===== src/rtl/fa_bist_pkg.sv =====
// rtl/fa_bist_pkg.sv - shared state encoding and constants for the full-adder BIST
package fa_bist_pkg;

    typedef enum logic [2:0] {
        ST_IDLE,
        ST_APPLY,
        ST_WAIT,
        ST_CHECK,
        ST_DONE
    } state_t;

    localparam int NUM_VECTORS = 8;
    localparam int ERR_W = 4;
    localparam logic [ERR_W-1:0] ERR_MAX = 4'd15;

endpackage


===== src/rtl/fa_bist_golden.sv =====
// rtl/fa_bist_golden.sv - reference sum/carry for one full-adder vector (a, b, cin -> exp_s, exp_c)
module fa_bist_golden (
    input  logic a,
    input  logic b,
    input  logic cin,
    output logic exp_s,
    output logic exp_c
);

    assign exp_s = a ^ b ^ cin;
    assign exp_c = (a & b) | (a & cin) | (b & cin);

endmodule


===== src/rtl/fa_bist.sv =====
// rtl/fa_bist.sv - full-adder BIST sweep/check controller; FA_BIST_ERRLOG_EN adds fail_valid/fail_vec
module fa_bist
    import fa_bist_pkg::*;
#(
    parameter int SETTLE_CYCLES = 2,
    parameter int LOOPS         = 1
) (
    input  logic             clk,
    input  logic             rst_n,
    input  logic             start,
    input  logic             abort,
    output logic             dut_a,
    output logic             dut_b,
    output logic             dut_cin,
    input  logic             dut_sout,
    input  logic             dut_cout,
    output logic             busy,
    output logic             done,
    output logic             pass,
    output logic [ERR_W-1:0] err_count
`ifdef FA_BIST_ERRLOG_EN
    ,
    output logic             fail_valid,
    output logic [2:0]       fail_vec
`endif
);

    localparam logic [3:0] SETTLE_LAST = 4'(SETTLE_CYCLES - 1);
    localparam logic [3:0] LOOP_LAST   = 4'(LOOPS - 1);
    localparam logic [2:0] IDX_LAST    = 3'(NUM_VECTORS - 1);

    state_t           state, state_nx;
    logic [2:0]       idx, idx_nx;
    logic [3:0]       loop_cnt;
    logic [3:0]       wait_cnt;
    logic [2:0]       vec;
    logic [ERR_W-1:0] errs;
    logic             exp_s, exp_c;
    logic             accept, last_vec, sample, mismatch;

    fa_bist_golden u_golden (
        .a     (vec[2]),
        .b     (vec[1]),
        .cin   (vec[0]),
        .exp_s (exp_s),
        .exp_c (exp_c)
    );

    assign accept   = (state == ST_IDLE || state == ST_DONE) && start && !abort;
    assign last_vec = (idx == IDX_LAST) && (loop_cnt == LOOP_LAST);
    // An abort landing in CHECK cancels that vector's sample as well.
    assign sample   = (state == ST_CHECK) && !abort;
    assign mismatch = (dut_sout != exp_s) || (dut_cout != exp_c);

    always_ff @(posedge clk or negedge rst_n) begin
        if (!rst_n) begin
            state <= ST_IDLE;
        end else begin
            state <= state_nx;
        end
    end

    always_comb begin
        state_nx = state;
        idx_nx   = idx;
        if (abort) begin
            state_nx = ST_IDLE;
        end else begin
            case (state)
                ST_IDLE, ST_DONE: if (start) state_nx = ST_APPLY;
                ST_APPLY:         state_nx = ST_WAIT;
                ST_WAIT:          if (wait_cnt == SETTLE_LAST) state_nx = ST_CHECK;
                ST_CHECK:         state_nx = last_vec ? ST_DONE : ST_APPLY;
                default:          state_nx = ST_IDLE;
            endcase
        end
        if (accept) begin
            idx_nx = 3'd0;
        end else if (sample && !last_vec) begin
            idx_nx = idx + 3'd1;  // natural 7 -> 0 wrap at loop boundaries
        end
    end

    always_ff @(posedge clk or negedge rst_n) begin
        if (!rst_n) begin
            idx      <= 3'd0;
            loop_cnt <= 4'd0;
            wait_cnt <= 4'd0;
            vec      <= 3'd0;
            errs     <= '0;
        end else begin
            idx <= idx_nx;
            if (accept) begin
                loop_cnt <= 4'd0;
                errs     <= '0;
            end else if (sample) begin
                if (mismatch && errs != ERR_MAX) errs <= errs + 1'b1;
                if (!last_vec && idx == IDX_LAST) loop_cnt <= loop_cnt + 4'd1;
            end
            wait_cnt <= (state == ST_WAIT) ? wait_cnt + 4'd1 : 4'd0;
            // Vector is a register so the adder sees clean levels for the whole slot.
            if (state_nx == ST_APPLY) begin
                vec <= idx_nx;
            end else if (state_nx == ST_IDLE || state_nx == ST_DONE) begin
                vec <= 3'd0;
            end
        end
    end

`ifdef FA_BIST_ERRLOG_EN
    always_ff @(posedge clk or negedge rst_n) begin
        if (!rst_n) begin
            fail_valid <= 1'b0;
            fail_vec   <= 3'd0;
        end else if (accept) begin
            fail_valid <= 1'b0;
            fail_vec   <= 3'd0;
        end else if (sample && mismatch && !fail_valid) begin
            fail_valid <= 1'b1;
            fail_vec   <= idx;
        end
    end
`endif

    assign dut_a     = vec[2];
    assign dut_b     = vec[1];
    assign dut_cin   = vec[0];
    assign busy      = (state == ST_APPLY) || (state == ST_WAIT) || (state == ST_CHECK);
    assign done      = (state == ST_DONE);
    assign pass      = done && (errs == '0);
    assign err_count = errs;

endmodule


===== config.mk =====
export PLATFORM = sky130hd
export DESIGN_NAME = fa_bist
export DESIGN_NICKNAME = d
export VERILOG_FILES = /design/src/rtl/fa_bist_pkg.sv /design/src/rtl/fa_bist_golden.sv /design/src/rtl/fa_bist.sv
export SDC_FILE = /design/constraint.sdc
export NUM_CORES = 1
export LEC_CHECK = 0
export ABC_AREA = 1
export BUFFER_PORTS_ARGS = -buffer_cell sky130_fd_sc_hd__buf_2
export CORE_UTILIZATION = 60
export DETAILED_ROUTE_END_ITERATION = 8
export GPL_TIMING_DRIVEN = 0
export PLACE_DENSITY = 0.87
export SLEW_MARGIN = 25
export SYNTH_ARGS = -nofsm -noshare
export SYNTH_HDL_FRONTEND = slang
export SYNTH_HIERARCHICAL = 1
export SYNTH_SLANG_ARGS = --single-unit

===== constraint.sdc =====
create_clock -name clk -period 2.7 [get_ports clk]
set_input_delay 0.405 -clock clk [delete_from_list [all_inputs] [get_ports clk]]
set_output_delay 0.405 -clock clk [all_outputs]
set_load 0.1 [all_outputs]

After elaboration in Yosys (flattened, before gate mapping)

Index checks and enable logic that the tools add are counted.
Widths: inputs -> output; s select.

Logic and storage cells: 70
Flip-flop bits (word level): 21

Bitwise logic cells: 7
Reductions and logical operators: 26
$add $sub $neg: 4
Equal/unequal tests: 11
Multiplexer cells: 16

Operators by type and width:

| kind                | count |
|---|---|
| $mux 4              | 7 |
| $mux 3              | 8 |
| $add 4x1->4 const B | 3 |
| $pmux 3 s4          | 1 |
| $eq 3x3->1 const B  | 3 |
| $logic_and 1x1->1   | 8 |
| $logic_not 4->1     | 2 |
| $reduce_bool 2->1   | 4 |
| $eq 3x1->1 const B  | 2 |
| $eq 3x2->1 const B  | 2 |
| $logic_not 3->1     | 2 |
| $logic_or 1x1->1    | 5 |
| $eq 4x1->1 const B  | 1 |
| $ne 4x4->1 const B  | 1 |
| $reduce_and 2->1    | 2 |
| $add 3x1->3 const B | 1 |
| $and 1x1->1         | 3 |
| $logic_not 1->1     | 2 |
| $ne 1x1->1          | 2 |
| $or 1x1->1          | 2 |
| $reduce_or 2->1     | 1 |
| $xor 1x1->1         | 2 |

Depth between registers and ports, before layout

Gate-level depths: netlist of run 1.

Depth in word-level cells: 9
Depth in mapped cells: 9

Modules after synthesis

Netlist of run 1, hierarchy kept.

Modules (own cells, without submodules):

| module         | cells each | instances | sequential area each (um^2) | area each (um^2) |
|---|---|---|---|---|
| fa_bist        | 154        | 1         | 525.5                       | 1,226.2 |
| fa_bist_golden | 1          | 1         | 0.0                         | 20.0 |

Worst setup path after synthesis of run 1

No wires, ideal clock.

Path type: register to output
Start: register errs[0] (netlist: err_count[0])
End: output port pass
Slack: -1.731 ns
Arrival time: 4.026 ns
Buffers on the path: 0
Data required time: 2.295 ns
Stages on the path, launching flop included: 5
Cells stage by stage: dfrtp_1 inv_1 ha_1 inv_1 nor4_1

Longest elaborated chain between the ends: 2

Ends and longest elaborated chain:

| what                   | RTL line       | text |
|---|---|---|
| from (decl)            | fa_bist.sv:37  | `logic [ERR_W-1:0] errs;` |
| from (signal assigned) | fa_bist.sv:97  | `if (mismatch && errs != ERR_MAX) errs <= errs + 1'b1;` |
| $logic_not 4->1        | fa_bist.sv:130 | `assign pass = done && (errs == '0);` |
| $logic_and 1x1->1      | fa_bist.sv:130 |  |
| to (decl)              | fa_bist.sv:19  | `output logic pass,` |

No other way between the ends.

Worst setup path in the final report of run 1

Start: register state[1]
End: output port pass

Longest elaborated chain between the ends: 2

Ends and longest elaborated chain:

| what                   | RTL line       | text |
|---|---|---|
| from (decl)            | fa_bist.sv:32  | `state_t state, state_nx;` |
| from (signal assigned) | fa_bist.sv:59  | `state <= state_nx;` |
| $eq 3x3->1             | fa_bist.sv:129 | `assign done = (state == ST_DONE);` |
| $logic_and 1x1->1      | fa_bist.sv:130 |  |

No other way between the ends.

==> metrics, run 1 <==
status finished, final reports clean; post-synth top area share 42.2%; Synth-to-Final Area Change 12.0%; die area 0.00226 mm²; final wirelength 2300 µm; Die Y 47.6 µm; IO Port Bufs 15; H-tree Lvls 1; Max Cap Violations 0; share of layout cells above drive strength 1 17.2%; Fin. Hold Viols 0; syn_area_per_cell 8.04 µm²; Antenna diodes 0; HP Class input port to asynchronous set/reset pin; Clock Sinks 21; Post-DP Area 0.00137 mm²; Period Utilization, post-route 80.2%; Worst-Margin Slew 478 ps; synth warn 6; # setup viols final 0; CTS root buffer clkbuf_4; crit end category output port; Pleak 0.766 nW; buffer count from post-CTS setup fixing 0; Clock Skews 9.69 ps; Num CTS Buffers 3; Tmin final 2170 ps; P per Cell Area 710 mW/mm²; cell area after layout 0.00140 mm²; largest fanout on the critical path 5; Synth top cells by count inv_1 (32), nand2_1 (31), dfrtp_1 (21), nor2_1 (14), nand3_1 (13); Worst EP arrival 1760 ps; Fmax achieved 462 MHz; slowest stage delay, CP 460 ps; Setup CP Type flip-flop to output port; Total Neg Setup Slack 0 ps; syn_nets 170; Post-Synthesis Cells 155; # resized after CTS 0; vias 1036; nets 190; Top Usage Layer GRT met2; die span in x 47.6 µm; TritonRoute pass-1 iters 4; Seq/Total Area, Yosys 42.2%; Starting Density 63.5%; Final Max Slew Viols 0; vias in the first global route 887; CP top delay family simple AND/OR/NAND/NOR gates; #FFs+latches synth 21; grt met2 use 39.7%; Synth Flop Type dfrtp_1; largest net degree at the start of global routing 22; row count 16; Netlist cell types 24; GP Congestion 0.788; Starting DRT DRC Count 24; CP Cell Sequence nor2_2, nand2_1, nor4_4, buf_2; register clock-pin slew on the reported worst setup and hold paths 120 ps; # hold bufs at CTS 0; ys async rst share 100%; worst vdd ir 0.665 mV; core area 0.00196 mm²; CTS tree built; global routing usage on met3 4.53%; Max clock buf depth 2; Routed WL per cell 11.5 µm; total global-route track usage 22.5%; clock latency on the worst-skew pair 320 ps; Slew headroom 68.1%; CP max stage cell buf_2; initial antenna violation count 0; number of synthesized flops with an enable pin 0; RSZ-0062 raised after global routing no; Post-DRT Antenna Nets 0; grt ovf 0; area leader, netlist dfrtp_1; first-pass GRT wire length 3420 µm; CP required 2300 ps; CP Launch Type flip-flop; M1 GR Usage 26.5%; detailed-route vias per instance 5.15; Cell Area, Synth 0.00125 mm²; drt drc 0; top-count cell post-synth inv_1; Buf/Inv on CP 1; io pins 16; Area contributors post-synth dfrtp_1 (42%), inv_1 (9.6%), nand2_1 (9.3%); Final HPWL DP 1790 µm
[layout make-up]
class	count	area [µm²]
repair buffers	15	75.1
clock buffers	4	26.3
multi-input cells	100	601
flip-flops and latches	21	526
inverters	33	124
plain buffers	1	11.3
well taps	27	33.8
fillers	167	566
[metrics by stage]
step / worst slack [ps] / total power, W / hold WS, ps / std cells / utilization, %
after floorplan: 67.6 / 0.000756 / 109 / 155 / -
after global routing: 467 / 0.00105 / 53.4 / 201 / 71.2
after detailed placement: 909 / 0.000842 / 385 / 197 / 69.8
after CTS: 547 / 0.000995 / 33.1 / 201 / 71.2
after global placement: 928 / 0.000819 / 376 / 197 / 69.8
final: 534 / 0.000991 / 20.5 / 201 / 71.2
[report_power, final]
| group | switching (W) | leakage [nW] | internal [W] |
|---|---|---|---|
| Sequential | 0.0000605 | 0.283 | 0.000368 |
| Combinational | 0.000306 | 0.469 | 0.0000999 |
| Clock | 0.0000987 | 0.0150 | 0.0000579 |
| Total | 0.000465 | 0.766 | 0.000525 |
[placed cells by master, fill, tap and decap left out, types with 3 or more instances in the layout]
cell / count
dfrtp_1: 21
xor2_1: 3
nand2_2: 4
nand3_1: 13
nor2_1: 14
buf_2: 15
nand2_1: 31
nand4_1: 4
inv_1: 32
clkbuf_4: 3
ha_1: 8
o21ai_0: 8
[registers in the layout, summed over array words and instances, names as in the netlist]
register and cells:
err_count 4, wait_cnt 4, state 3, idx 3, vec 3, loop_cnt 4
[path summary, 6_finish.rpt]
path | start | slack, ps | depth (start not counted) | endpoint
setup reg to reg | vec[2] | 920 | 9 | err_count[2]
hold / removal | rst_n | 20 | 1 | wait_cnt[2]
min in group clk | abort | 300 | 2 | state[2]
setup / recovery | state[1] | 530 | 4 | pass
hold reg to reg | wait_cnt[0] | 510 | 1 | wait_cnt[0]
max in group asynchronous | rst_n | 2340 | 1 | err_count[1]
[layer usage]
| metal | vias to the layer above | part of all wire [%] |
|---|---|---|
| met3 | 5 | 3.3 |
| met1 | 493 | 44 |
| met4 | 0 | 2.2 |
| met2 | 20 | 50 |
| li1 | 518 | - |
| met5 | - | 0 |
[cell families after synthesis]
family | after synthesis | synth area share, %
flip-flops | 21 | 42.2
AND/OR/NAND/NOR | 74 | 28.0
adder cells (fa/ha/maj) | 9 | 9.64
AO/OA/AOI/OAI | 13 | 6.53
buffers and inverters | 34 | 10.8
XOR/XNOR | 4 | 2.81
No activity file was read; power rests on OpenSTA's default activity.
==> run 2, diff against run 1 <==
--- a/config.mk
+++ b/config.mk
@@ -7,10 +7,10 @@
 export LEC_CHECK = 0
 export ABC_AREA = 1
 export BUFFER_PORTS_ARGS = -buffer_cell sky130_fd_sc_hd__buf_2
-export CORE_UTILIZATION = 60
+export CORE_UTILIZATION = 56
 export DETAILED_ROUTE_END_ITERATION = 8
 export GPL_TIMING_DRIVEN = 0
-export PLACE_DENSITY = 0.87
+export PLACE_DENSITY = 0.83
 export SLEW_MARGIN = 25
 export SYNTH_ARGS = -nofsm -noshare
 export SYNTH_HDL_FRONTEND = slang
==> constraint.sdc (replaced) <==
create_clock -name clk -period 2.23 [get_ports clk]
set_input_delay 0.3345 -clock clk [delete_from_list [all_inputs] [get_ports clk]]
set_output_delay 0.3345 -clock clk [all_outputs]
set_load 0.1 [all_outputs]
==> run 2 against run 1 <==
  * Critical path type unchanged
  * Power grew 22%
  * Highest routed layer unchanged
  * Utilization shrank 1.1 points
  * Clock power grew 19%
  * Combinational power grew 21%
==> metrics, run 2 (synthesis gave the netlist of run 1 again) <==
total global-route track usage 24.5%; Worst Hold Depth 2; row count 16; R2R depth 8; drt drc 0; # setup viols final 0; Slew headroom 67.7%; Total Neg Setup Slack 0 ps; Starting DRT DRC Count 24; Clock Sinks 21; R2R setup slack 470 ps; Fin. Hold Viols 0; detailed-route vias per instance 5.18; most frequent cells in the layout inv_1 (32), nand2_1 (31), dfrtp_1 (17); Max clock buf depth 2; Starting Density 61.6%; Worst-Margin Slew 488 ps; CTS tree built; Setup CP Type flip-flop to output port; Worst EP arrival 1770 ps; HP Class input port to flip-flop; first-pass GRT wire length 4400 µm; CTS root buffer clkbuf_4; worst vdd ir 0.688 mV; capturing point of the worst reg2reg path err_count[1]; vias in the first global route 1037; IO Port Bufs 15; crit end category output port; Max Cap Violations 0; R2R Path Start vec[2]; vias 1047; setup ws final 123 ps; Final Util 70.1%; die area 0.00242 mm²; Post-DRT Antenna Nets 0; io pins 16; Fill cells 174; share of layout cells above drive strength 1 20.0%; largest fanout on the critical path 5; Pleak 0.766 nW; status finished, final reports clean; Final HPWL DP 1890 µm; initial antenna violation count 0; clock latency on the worst-skew pair 310 ps; Num CTS Buffers 3; die span in x 49.2 µm; P per Cell Area 853 mW/mm²; RSZ-0062 raised after global routing no; Fmax achieved 475 MHz; Synth-to-Final Area Change 13.8%; final wirelength 2450 µm; Tmin final 2110 ps; CP Cell Sequence nor2_2, nand2_1, nor4_4, clkbuf_4; Antenna diodes 0; Routed WL per cell 12.1 µm; slowest stage delay, CP 430 ps; CP required 1900 ps; Hold WS 244 ps; Clock Skews 9.50 ps; nets 191; GP Congestion 0.770; core area 0.00202 mm²; Die Y 49.2 µm; most common cell after layout, fill and taps aside inv_1; TritonRoute pass-1 iters 4; Placement Setup Slack 396 ps; largest net degree at the start of global routing 22; CP Launch Type flip-flop; CP max stage cell dfrtp_1; Period Utilization, post-route 94.5%; Critical Path Sink pass; worst setup path start state[1]; grt ovf 0; register clock-pin slew on the reported worst setup and hold paths 120 ps; Final Max Slew Viols 0; H-tree Lvls 1
[run 2: cell types whose count changed in the layout (fill, tap and decap cells not counted)]
cell	delta
dlygate4sd3_1	+1
dfrtp_2	+3
clkinv_2	+1
dfrtp_1	-4
clkbuf_1	-1
clkbuf_4	+1
buf_2	-1
dfrtp_4	+1
[run 2: power breakdown]
group | switching [W] | internal [W]
registers | 0.0000785 | 0.000453
logic | 0.000369 | 0.000121
clock network | 0.000120 | 0.0000671
[run 2: worst min path at each step]
stage	from	end	slack (ps)
floorplan	rst_n	err_count[1]	40
global placement	rst_n	loop_cnt[2]	310
detailed placement	rst_n	loop_cnt[2]	310
CTS	abort	state[2]	240
global route	abort	state[2]	240
finish	abort	state[2]	240
[run 2: what timing repair did]
item | 4_1_cts | 5_1_grt
setup buffers | 0 | 0
hold endpoints to repair | 21 | 0
setup endpoints to repair | 0 | 1
resized for setup | 0 | 1
hold buffers | 1 | 0
[run 2: stage by stage]
stage          std cells  area, µm²  total power, W
3_5_place_dp         197       1380         0.00103
5_1_grt              202       1420         0.00128
2_1_floorplan        155       1270        0.000922
3_3_place_gp         197       1380        0.000999
6_report             202       1420         0.00121
4_1_cts              202       1420         0.00121
[run 2: cell type report]
type                            instances  area [µm²]  share of cell area (%)
Buffer                                  1        11.3                   0.794
Clock buffer                            3        22.5                    1.59
Clock inverter                          1        5.00                   0.353
Inverter                               33         124                    8.74
Multi-Input combinational cell        100         601                    42.4
Sequential cell                        21         533                    37.6
Tap cell                               27        33.8                    2.38
Timing Repair Buffer                   16        87.6                    6.18
[run 2: per-layer routing]
layer / track usage [%] / wire length, µm / vias up / part of all wire [%]
li1: - / - / 524 / -
met1: 28.9 / 1070 / 487 / 44
met2: 42.5 / 1240 / 31 / 51
met3: 3.74 / 91 / 5 / 3.7
met4: 13.2 / 46 / 0 / 1.9
met5: 0 / 0 / - / 0
[run 2: worst max-delay path, delay by kind of cell, from the launching register on]
family                 cells  cell delay (ps)
buffers and inverters      1              360
flip-flops                 1              430
AND/OR/NAND/NOR            3              660
==> run 3, diff against run 2 <==
--- a/config.mk
+++ b/config.mk
@@ -11,8 +11,8 @@
 export DETAILED_ROUTE_END_ITERATION = 8
 export GPL_TIMING_DRIVEN = 0
 export PLACE_DENSITY = 0.83
+export SKIP_CTS_REPAIR_TIMING = 1
 export SLEW_MARGIN = 25
 export SYNTH_ARGS = -nofsm -noshare
 export SYNTH_HDL_FRONTEND = slang
-export SYNTH_HIERARCHICAL = 1
 export SYNTH_SLANG_ARGS = --single-unit
==> run 3 against run 2 <==
  * Combinational power down 24%
  * Sequential cell count did not move
  * Worst setup slack improved by 11 ps
  * Non-clock buffer count did not move
  * Utilization decreased by 0.74 points
  * Sequential power down 7.3%
  * Critical path depth rose by 2
  * Synthesized cell count decreased by 6.5%
  * Via count fell by 6.5%
  * Register-to-register slack worse by 90 ps
  * First-iteration DRC count fell by 46%
  * Die area decreased by 3.1%
  * Largest power group unchanged
  * Highest routed layer unchanged
==> metrics, run 3 <==
CP Cell Sequence nor2_4, inv_2, nor2_4, inv_2, nor4_4, buf_4; Area contributors post-synth dfrtp_1 (44%), inv_1 (9.0%), ha_1 (8.3%); Final Max Slew Viols 0; R2R Path Start vec[2]; Seq/Total Area, Yosys 43.6%; #FFs+latches synth 21; capturing point of the worst reg2reg path err_count[3]; CP required 1900 ps; most common cell after layout, fill and taps aside inv_1; Clock Sinks 21; worst vdd ir 0.470 mV; status finished, final reports clean; die span in x 48.4 µm; HP Class input port to flip-flop; R2R setup slack 380 ps; Slew headroom 60.7%; synth warn 0; Worst EP arrival 1760 ps; core area 0.00200 mm²; HP Start abort; Max Cap Violations 0; clock power share 17.9%; Die Y 48.4 µm; Worst Hold End state[2]; detailed-route vias per instance 5.10; Starting Density 60.3%; combinational power share 35.5%; H-tree Lvls 1; Worst Hold Depth 2; Net Switching 0.000451 W; vias 979; worst setup path start state[0]; first-pass GRT wire length 4150 µm; internal power 0.000605 W; number of synthesized flops with an enable pin 0; IO Port Bufs 15; register clock-pin slew on the reported worst setup and hold paths 120 ps; Final Util 69.4%; Max clock buf depth 2; Cell Area, Synth 0.00121 mm²; initial antenna violation count 0; ys async rst share 100%; total global-route track usage 23.6%; Tmin final 2100 ps; CP top delay family simple AND/OR/NAND/NOR gates; CTS root buffer clkbuf_4; top-count cell post-synth inv_1; io pins 16; largest net degree at the start of global routing 22; syn_area_per_cell 8.32 µm²; post-synth top area share 43.6%; Fin. Hold Viols 0; Hold WS 269 ps; Post-DRT Antenna Nets 0; # setup viols final 0; nets 181; Post-DP Area 0.00135 mm²; vias in the first global route 979; Worst-Margin Slew 587 ps; GP Congestion 0.809; die area 0.00234 mm²; Post-Synthesis Cells 145; share of layout cells above drive strength 1 20.0%; Synth-to-Final Area Change 15.1%; syn_nets 160; Starting DRT DRC Count 13; R2R depth 6; switch share 42.7%; slowest stage delay, CP 440 ps; grt ovf 0; Synth top cells by count inv_1 (29), nand2_1 (24), dfrtp_1 (21), nand3_1 (14), nor2_1 (14); row count 16; TritonRoute pass-1 iters 4; CP Launch Type flip-flop; CP max stage cell dfrtp_1; Routed WL per cell 12.3 µm; Final HPWL DP 1820 µm; sequential share of power 46.7%; drt drc 0; final wirelength 2350 µm; cell area after layout 0.00139 mm²; Setup CP Type flip-flop to output port; Buf/Inv on CP 3; Antenna diodes 0; most frequent cells in the layout inv_1 (27), nand2_1 (24), dfrtp_1 (18); area leader, netlist dfrtp_1; Fmax achieved 477 MHz; Netlist cell types 24; CTS tree built; Num CTS Buffers 3; P per Cell Area 760 mW/mm²; RSZ-0062 raised after global routing no; Synth Flop Type dfrtp_1; Clock Skews 2.78 ps; Period Utilization, post-route 94.0%; Pleak 0.753 nW; largest fanout on the critical path 5; clock latency on the worst-skew pair 310 ps; crit end category output port
==> run 3: changes by cell type in the layout (fill, tap and decap cells not counted), moves of 2 or more <==
cell	delta
nand2_1	-7
inv_1	-5
nand2_2	-3
buf_4	+2
nor2_1	-2
nor2_2	-2
nor2_4	+2
xnor2_1	+2
==> run 3: cell type report <==
| type | count | area (µm²) |
|---|---|---|
| fill | 164 | 613 |
| multi-input combinational | 94 | 594 |
| sequential | 21 | 529 |
| inverter | 29 | 109 |
| timing repair buffer | 16 | 87.6 |
| tap | 27 | 33.8 |
| clock buffer | 3 | 22.5 |
| buffer | 1 | 7.51 |
| clock inverter | 1 | 5.00 |
==> run 3: cell families (layout without fill, tap and decap cells) <==
group	count (synthesis)	count (layout)	share of synthesized area [%]
AOI/OAI and AO/OA	15	15	7.36
xor gates and xnor gates	7	7	5.08
adders and majority gates	9	9	9.96
buffers and inverters	30	50	9.65
DFF	21	21	43.6
and+or+nand+nor	63	63	24.4
==> run 3: power by group through the flow <==
stage / clock [W] / combinational, W / sequential, W
finish: 0.000189 / 0.000374 / 0.000493
global route: 0.000210 / 0.000422 / 0.000504
CTS: 0.000198 / 0.000375 / 0.000493
detailed placement: 0 / 0.000373 / 0.000501
global placement: 0 / 0.000356 / 0.000495
floorplan: 0 / 0.000201 / 0.000589
==> run 3: per-stage QoR <==
stage	power [W]	std cells	setup TNS (ps)	worst slack (ps)
floorplan	0.000790	145	-441	-441
global placement	0.000850	187	0	405
detailed placement	0.000874	187	0	372
CTS	0.00107	191	-3.92	-3.92
global route	0.00114	192	0	42.3
finish	0.00106	192	0	134
==> run 3: worst max path at each step <==
stage / slack (ps) / to / cells after the start
after floorplan: -440 / pass / 5
after global placement: 410 / pass / 6
after detailed placement: 370 / pass / 6
after CTS: -4 / pass / 6
after global routing: 40 / pass / 6
final: 130 / pass / 6
==> run 3: routing by layer <==
layer	GRT usage (%)	share of wire, %
met5	0	0
met4	16.2	3.8
met3	3.46	3.2
met1	28.7	44
met2	38.7	48
